`config.mk`:
```
export PLATFORM = sky130hd
export DESIGN_NAME = uart_rx
export DESIGN_NICKNAME = d
export VERILOG_FILES = /design/src/rtl/uart_rx.sv
export SDC_FILE = /design/constraint.sdc
export NUM_CORES = 1
export LEC_CHECK = 0
export ABC_AREA = 1
export CAP_MARGIN = 15
export CORE_ASPECT_RATIO = 0.75
export CORE_UTILIZATION = 45
export DETAILED_ROUTE_END_ITERATION = 10
export HOLD_SLACK_MARGIN = 0.15
export PLACE_DENSITY = 0.59
export SLEW_MARGIN = 5
export SYNTH_ARGS = -nofsm -noshare
export SYNTH_HDL_FRONTEND = slang
export SYNTH_SLANG_ARGS = --single-unit
```
`constraint.sdc`:
```
create_clock -name i_sys_clk -period 4.3 [get_ports i_sys_clk]
set_input_delay 0.86 -clock i_sys_clk [delete_from_list [all_inputs] [get_ports i_sys_clk]]
set_output_delay 0.86 -clock i_sys_clk [all_outputs]
set_load 0.01 [all_outputs]
```
`src/rtl/uart_rx.sv`:
```
// +----------------------------------------------------------------------------+
// | uart_rx : 8N1 serial receiver with mid-bit sampling and framing detection. |
// | Optional even/odd parity bit when UART_RX_PARITY_EN is defined.            |
// | Rev 1.0                                                                    |
// +----------------------------------------------------------------------------+
`default_nettype none

module uart_rx #(
  parameter int CLK_FREQ = 50_000_000,
  parameter int CNT_W    = 16
`ifdef UART_RX_PARITY_EN
  , parameter bit PARITY_ODD = 1'b0
`endif
) (
  input  logic       i_sys_clk,
  input  logic       i_sys_rst_n,
  input  logic       i_rx,
  input  logic [2:0] i_rx_uart_bps,
  output logic [7:0] o_data,
  output logic       o_flag,
  output logic       o_frame_err,
  output logic       o_parity_err,
  output logic       o_busy
);

  typedef enum logic [2:0] {
    S_IDLE  = 3'd0,
    S_START = 3'd1,
    S_DATA  = 3'd2,
`ifdef UART_RX_PARITY_EN
    S_PARITY = 3'd3,
`endif
    S_STOP  = 3'd4,
    S_BRK   = 3'd5
  } state_t;

  state_t           state;
  logic [CNT_W-1:0] cnt;
  logic [CNT_W-1:0] div;
  logic [2:0]       bit_idx;
  logic [7:0]       shreg;
  logic             rx_meta;
  logic             rx_s;
  logic             rx_d;
  logic             rx_fall;
  logic             mid;
`ifdef UART_RX_PARITY_EN
  logic             par_bad;
`endif

  function automatic logic [CNT_W-1:0] baud_div(input logic [2:0] bps);
    case (bps)
      3'd0:    baud_div = CNT_W'(CLK_FREQ / 1200);
      3'd1:    baud_div = CNT_W'(CLK_FREQ / 4800);
      3'd2:    baud_div = CNT_W'(CLK_FREQ / 9600);
      3'd3:    baud_div = CNT_W'(CLK_FREQ / 19200);
      3'd4:    baud_div = CNT_W'(CLK_FREQ / 38400);
      3'd5:    baud_div = CNT_W'(CLK_FREQ / 57600);
      3'd6:    baud_div = CNT_W'(CLK_FREQ / 115200);
      default: baud_div = CNT_W'(CLK_FREQ / 230400);
    endcase
  endfunction

  // Idle-high line: synchronizer and edge flop reset to 1 so reset never looks like a start edge.
  always_ff @(posedge i_sys_clk or negedge i_sys_rst_n) begin
    if (!i_sys_rst_n) begin
      rx_meta <= 1'b1;
      rx_s    <= 1'b1;
      rx_d    <= 1'b1;
    end else begin
      rx_meta <= i_rx;
      rx_s    <= rx_meta;
      rx_d    <= rx_s;
    end
  end

  assign rx_fall = rx_d & ~rx_s;
  assign mid     = (cnt == (div >> 1));

  always_ff @(posedge i_sys_clk or negedge i_sys_rst_n) begin
    if (!i_sys_rst_n) begin
      state       <= S_IDLE;
      cnt         <= '0;
      div         <= '0;
      bit_idx     <= 3'd0;
      shreg       <= 8'h00;
      o_data      <= 8'h00;
      o_flag      <= 1'b0;
      o_frame_err <= 1'b0;
      o_busy      <= 1'b0;
`ifdef UART_RX_PARITY_EN
      o_parity_err <= 1'b0;
      par_bad      <= 1'b0;
`endif
    end else begin
      o_flag      <= 1'b0;
      o_frame_err <= 1'b0;
`ifdef UART_RX_PARITY_EN
      o_parity_err <= 1'b0;
`endif
      if (state != S_IDLE)
        cnt <= (cnt == div - 1'b1) ? '0 : cnt + 1'b1;

      case (state)
        S_IDLE: begin
          if (rx_fall) begin
            cnt   <= '0;
            div   <= baud_div(i_rx_uart_bps);
            state <= S_START;
          end
        end
        S_START: begin
          if (mid) begin
            if (!rx_s) begin
              o_busy  <= 1'b1;
              bit_idx <= 3'd0;
              state   <= S_DATA;
            end else begin
              state <= S_IDLE;
            end
          end
        end
        S_DATA: begin
          if (mid) begin
            shreg   <= {rx_s, shreg[7:1]};
            bit_idx <= bit_idx + 1'b1;
            if (bit_idx == 3'd7)
`ifdef UART_RX_PARITY_EN
              state <= S_PARITY;
`else
              state <= S_STOP;
`endif
          end
        end
`ifdef UART_RX_PARITY_EN
        S_PARITY: begin
          if (mid) begin
            par_bad <= rx_s ^ (^shreg) ^ PARITY_ODD;
            state   <= S_STOP;
          end
        end
`endif
        S_STOP: begin
          // Leaving at mid-stop leaves half a bit to catch a back-to-back start edge.
          if (mid) begin
            o_data      <= shreg;
            o_busy      <= 1'b0;
            o_flag      <= rx_s;
            o_frame_err <= ~rx_s;
`ifdef UART_RX_PARITY_EN
            o_parity_err <= par_bad;
`endif
            state <= rx_s ? S_IDLE : S_BRK;
          end
        end
        S_BRK: begin
          if (rx_s)
            state <= S_IDLE;
        end
        default: state <= S_IDLE;
      endcase
    end
  end

`ifndef UART_RX_PARITY_EN
  assign o_parity_err = 1'b0;
`endif

endmodule

`default_nettype wire

```
After elaboration in Yosys (flattened, before gate mapping)
Cells that the tools add are included.

word-level totals
  word-level logic and storage cells = 74
  input bits = 6
  output and inout port bits = 12
  bits in registers = 60

cells by class
  equality and inequality tests = 20
  add/sub/neg operators = 3
  bitwise gates (word level) = 2
  muxes and demuxes = 26
  reduce and logical (&&, ||, !) cells = 11

operators by type and width
  kind                     number
  $pmux W16 S7             1
  $mux W16                 4
  $mux W3                  10
  $eq A3 B3 Y1 const B     6
  $add A16 B1 Y16 const B  1
  $eq A16 B15 Y1           1
  $eq A16 B16 Y1           1
  $sub A16 B1 Y16 const B  1
  $pmux W3 S5              1
  $ne A2 B2 Y1 const B     7
  $eq A3 B2 Y1 const B     3
  $reduce_and A4 Y1        2
  $mux W1                  7
  $eq A3 B1 Y1 const B     2
  $logic_not A3 Y1         2
  $pmux W3 S2              1
  $reduce_and A2 Y1        3
  $reduce_and A6 Y1        1
  $reduce_bool A2 Y1       2
  $add A3 B1 Y3 const B    1
  $reduce_bool A3 Y1       1
  $mux W2                  1
  $pmux W1 S2              1
  $and A1 B1 Y1            1
  $not A1 Y1               1

Depth between registers and ports, before layout
  word-level depth = 6
  gate-level depth with buffers = 14
  mapped depth without buffers = 13

Worst setup path before layout
OpenSTA, ideal clock, no wires.

  kind = flip-flop to flip-flop
  from = reg div[0]
  to = reg cnt[10]
  path slack = 2.446 ns
  clock period less this slack = 1.854 ns
  setup time = 0.117 ns
  buffers on the path = 1
  required time = 4.183 ns
  cell stages (with the launch flop) = 15
  arrival time = 1.737 ns
  cells stage by stage = dfrtp_1 > inv_2 > ha_1 > nand2_4 > nor2_8 > nand2_1 > nand2_1 > nand2_1 > nand2_1 > nand3_2 > nor2_2 > nand3_4 > buf_6 > nand3_2 > nand2_1

between the ends
  word-level cells in the longest chain between the ends = 6

ends and longest elaborated chain
  item                    RTL line  text
  start, declared         39        logic [CNT_W-1:0] div;
  start signal, assigned  108       div <= baud_div(i_rx_uart_bps);
  $sub A16 B1 Y16 (*)     102       cnt <= (cnt == div - 1'b1) ? '0 : cnt + 1'b1;
  $eq A16 B16 Y1 (*)      102
  $mux W16 (*)            102
  $mux W16 (*)            101       if (state != S_IDLE)
  $mux W16                106       if (rx_fall) begin
  $mux W16 (*)            104       case (state)
  end signal, assigned    102
  end, declared           38        logic [CNT_W-1:0] cnt;

Every way passes the cells marked *; elsewhere a longest branch is shown, timed or not.
A chain may end at the register's enable or synchronous reset.

Worst setup path in the final report
  from = reg state[1]
  to = reg div[4]

between the ends
  word-level cells in the longest chain between the ends = 2

ends and longest elaborated chain
  item                                RTL line  text
  start, declared                     37        state_t state;
  start signal, assigned              153       state <= rx_s ? S_IDLE : S_BRK;
  $logic_not A3 Y1                    104
  $reduce_and A2 Y1 (no source line)  n/a

No other way between the ends.

==> impl_results.md <==
- Buffer depth of the longest clock path: 2
- Maximum number of pins on one net before global-route repair: 37
- Synth Area in Adders: roughly 1.9%
- Post-layout nets: about 550
- Clock slew at the register clock pins of the worst setup and hold paths: 0.05 ns
- Ordered list of cells on the worst path: nor2_1 -> inv_1 -> nor2_4 -> clkinv_1 -> nor2_1 -> buf_4 -> inv_1 -> nor2_1 -> a22oi_1
- Layout cells sized above 1: around an eighth
- Path depth of the worst reg2reg path: 9
- Setup repair after global routing missed its margin: false
- Placeable core region: about 8000 µm²
- Vias: 3435
- Register cell area after layout: about 1500 µm²
- Largest incremental delay on the critical path: approximately 0.6 ns
- FILL cells: between 800 and 900
- N_diodes: 0
- Max H-tree Level: 3
- Half-perimeter wire length after detailed placement: 7410 µm
- Post-synthesis cell area: roughly 3900 µm²
- End point of the worst hold path: rx_s
- Min cycle time layout: ~2.7 ns
- Leading post-synthesis cells by instance count: sky130_fd_sc_hd__nand2_1, sky130_fd_sc_hd__inv_1, sky130_fd_sc_hd__dfrtp_1, sky130_fd_sc_hd__nand3_1, sky130_fd_sc_hd__nor2_1
- Transition time of the tightest slew-check pin: approximately 0.84 ns
- Post-synthesis sequential area ratio: a little under two fifths
- Skew final: ~0.0074 ns
- CP required: around 4.5 ns
- R2r endpoint: div[4]
- Cell count after synthesis: 527
- Placer Congestion: about 0.91
- Count of cell types in the netlist: 40
- Leakage power summed over all cells: around 2.2 nW
- Post-synth ARST share: between 90% and 100%
- TritonCTS clock tree: built
- Tcrit/Tclk final: a little over three fifths
- Critical setup path kind: reg -> reg
- Synth warnings: 0
- Routed vias/inst: 5.29
- Syn Nets: about 540
- Grt total ovfl: 0
- Vertical die dimension: between 80 and 90 µm
- Count of flip-flops with a built-in enable after synthesis: 0
- Cell accounting for the most synthesized area: sky130_fd_sc_hd__dfrtp_1
- Final cell count without fillers: ~650
- Post-route cell area: between 4000 and 5000 µm²
- Worst vdd rail ir drop: 0.366 mV
- Number of max-cap violations: 0
- CTS sink count: roughly 60
- Remaining design rule violation count: 0
- Area fraction in compound gates after synthesis: between 7 and 8%
- Antenna viol nets, final: 0
- Largest family of logic cells by synthesized area: simple AND/OR/NAND/NOR gates
- Number of placed cells counting well taps: around 630
- Fmax: between 0.3 and 0.4 GHz
- Setup TNS: 0 ns
- Clock buffers created by TritonCTS: 9
- Post-CTS Setup Bufs: 0
- Starting Density: 47.9%
- Status: finished clean
- Share of synthesized cell area in and, or, nand and nor gates: between 30% and 40%
- Max-Slew Margin vs Limit: a little over two fifths
- P&R area growth vs syn: 12.4%
- Total die area: 9030 µm²
- Startpoint of the lowest-slack hold path: rx_meta
- Die span in x: 109 µm
- Multi-input gate area: about 2000 µm²
- Cell area power density: 592 nW/µm²
- Proportion of netlist area held by the largest area contributor: a little over a third
- Latest clock arrival within the worst-skew pair: ~0.33 ns
- Main area contributors after synthesis: sky130_fd_sc_hd__dfrtp_1, sky130_fd_sc_hd__nand2_1, sky130_fd_sc_hd__nand3_1
- Number of antenna violations at the first check in global routing: 0
- Number of primary I/O pins: 18
- Total wirelength of the detailed-routed design: roughly 9900 µm
- Startpoint of the worst-slack reg-to-reg timing path: state[1]
- Leading register cell type out of synthesis: sky130_fd_sc_hd__dfrtp_1
- Flip-flop and latch count after synthesis: between 50 and 60
- Aggregate global-route resource usage: between 20 and 25%
- Most frequent cell after synthesis: sky130_fd_sc_hd__nand2_1
- Largest fanout on the critical path: 22
- Post-Route Utilization: a little over half
- Clk root buf: sky130_fd_sc_hd__clkbuf_16
- Crit path max-delay cell type: sky130_fd_sc_hd__clkinv_1
- Post-Synth XOR/XNOR Area: about 5.6%
- Wire length of the first global-routing pass: around 16000 µm
- Number of global-route vias before repair: 3037
- Cell area after placement: 4090 µm²
- Number of hold violations in the final report: 0
- Mapped Avg Cell Area: around 7.4 µm²
- Drt pass-1 iters: 5
- Number of cells upsized or downsized after cts: 0
- Number of buffers added on ports: 16
- Number of stages on the worst hold path: 0
- Min-delay worst type: reg -> reg
- Initial DRC Count: between 200 and 300
- Mux share of post-synthesis cell area: 0%
- Final setup violation count: 0
- WP data arrival: ~2.9 ns
- Startpoint Class: flip-flop
- CP endpoint kind: flip-flop
- WL per Instance: 15.2 µm
- Hold buffer count at CTS: 0
- Reg2reg setup slack: 1.60 ns
- Standard-cell rows: 28
- Max-slew violation count: 0
- Cell repeated most along the worst path: sky130_fd_sc_hd__nor2_1
-- report_power, final --
part           switching, mW  leakage [nW]  internal [mW]  total, mW
sequential             0.179         0.779          0.665      0.843
clock                  0.252         0.135          0.419      0.670
combinational          0.732          1.25          0.346       1.08
total                   1.16          2.16           1.43       2.59
-- flip-flops by register name, indices dropped and copies added (netlist names) --
name / cells
bit_idx: 3
cnt: 16
div: 15
o_busy: 1
o_data: 8
o_flag: 1
o_frame_err: 1
rx_d: 1
rx_meta: 1
rx_s: 1
shreg: 8
state: 3
-- how the worst max path moves through the flow --
| stage | from | to | cells past startpoint |
|---|---|---|---|
| floorplan | div[0] | cnt[10] | 14 |
| global placement | state[1] | div[4] | 9 |
| detailed placement | state[1] | div[4] | 9 |
| CTS | state[1] | div[4] | 9 |
| global route | state[1] | div[3] | 9 |
| finish | state[1] | div[4] | 9 |
-- worst max-delay path, delay by kind of cell (launching register included) --
family,cells,cell delay [ns]
buffers and inverters,4,1.09
DFF,1,0.41
and+or+nand+nor,4,0.96
AOI/OAI and AO/OA,1,0.10
-- cells by family after synthesis --
logic type                 Yosys count
and+or+nand+nor                    291
buffers and inverters               93
DFF                                 59
AOI/OAI and AO/OA                   52
xor gates and xnor gates            25
adders and majority gates            6
other                                1
-- stage by stage --
| stage | hold slack [ns] | setup slack, ns | power (mW) |
|---|---|---|---|
| after CTS | 0.361 | 1.63 | 2.58 |
| final | 0.359 | 1.60 | 2.59 |
| after floorplan | 0.345 | 2.45 | 1.63 |
| after global placement | 0.348 | 1.81 | 1.89 |
| after global routing | 0.366 | 1.34 | 2.77 |
| after detailed placement | 0.354 | 1.65 | 1.90 |
-- final cells by class --
cell class,instances,share of cell area (%)
clock inverters,4,0.572
multi-input cells,375,46.3
well taps,105,3.00
flip-flops and latches,59,33.8
repair buffers,18,3.89
clock buffers,12,5.86
inverters,76,6.55
-- cell usage in the layout, fill, tap and decap left out, drive strengths merged, types with 2 or more instances in the layout --
master,n
a21oi,6
a22oi,2
buf,3
clkbuf,12
clkdlybuf4s50,15
clkinv,6
clkinvlp,2
dfrtp,56
dfstp,3
ha,6
inv,72
nand2,141
nand3,68
nand3b,4
nand4,10
nor2,49
nor3,14
nor4,4
o21ai,41
o21bai,2
xnor2,6
xor2,19
-- per-layer routing --
layer,part of all wire [%],track usage (%),vias to the layer above
met3,8.5,6.04,9
met1,52,38.4,1595
met4,1.0,7.07,0
met5,0,0,-
li1,-,-,1705
met2,38,31.3,126
Note: power is estimated with default switching activity, not from simulation.
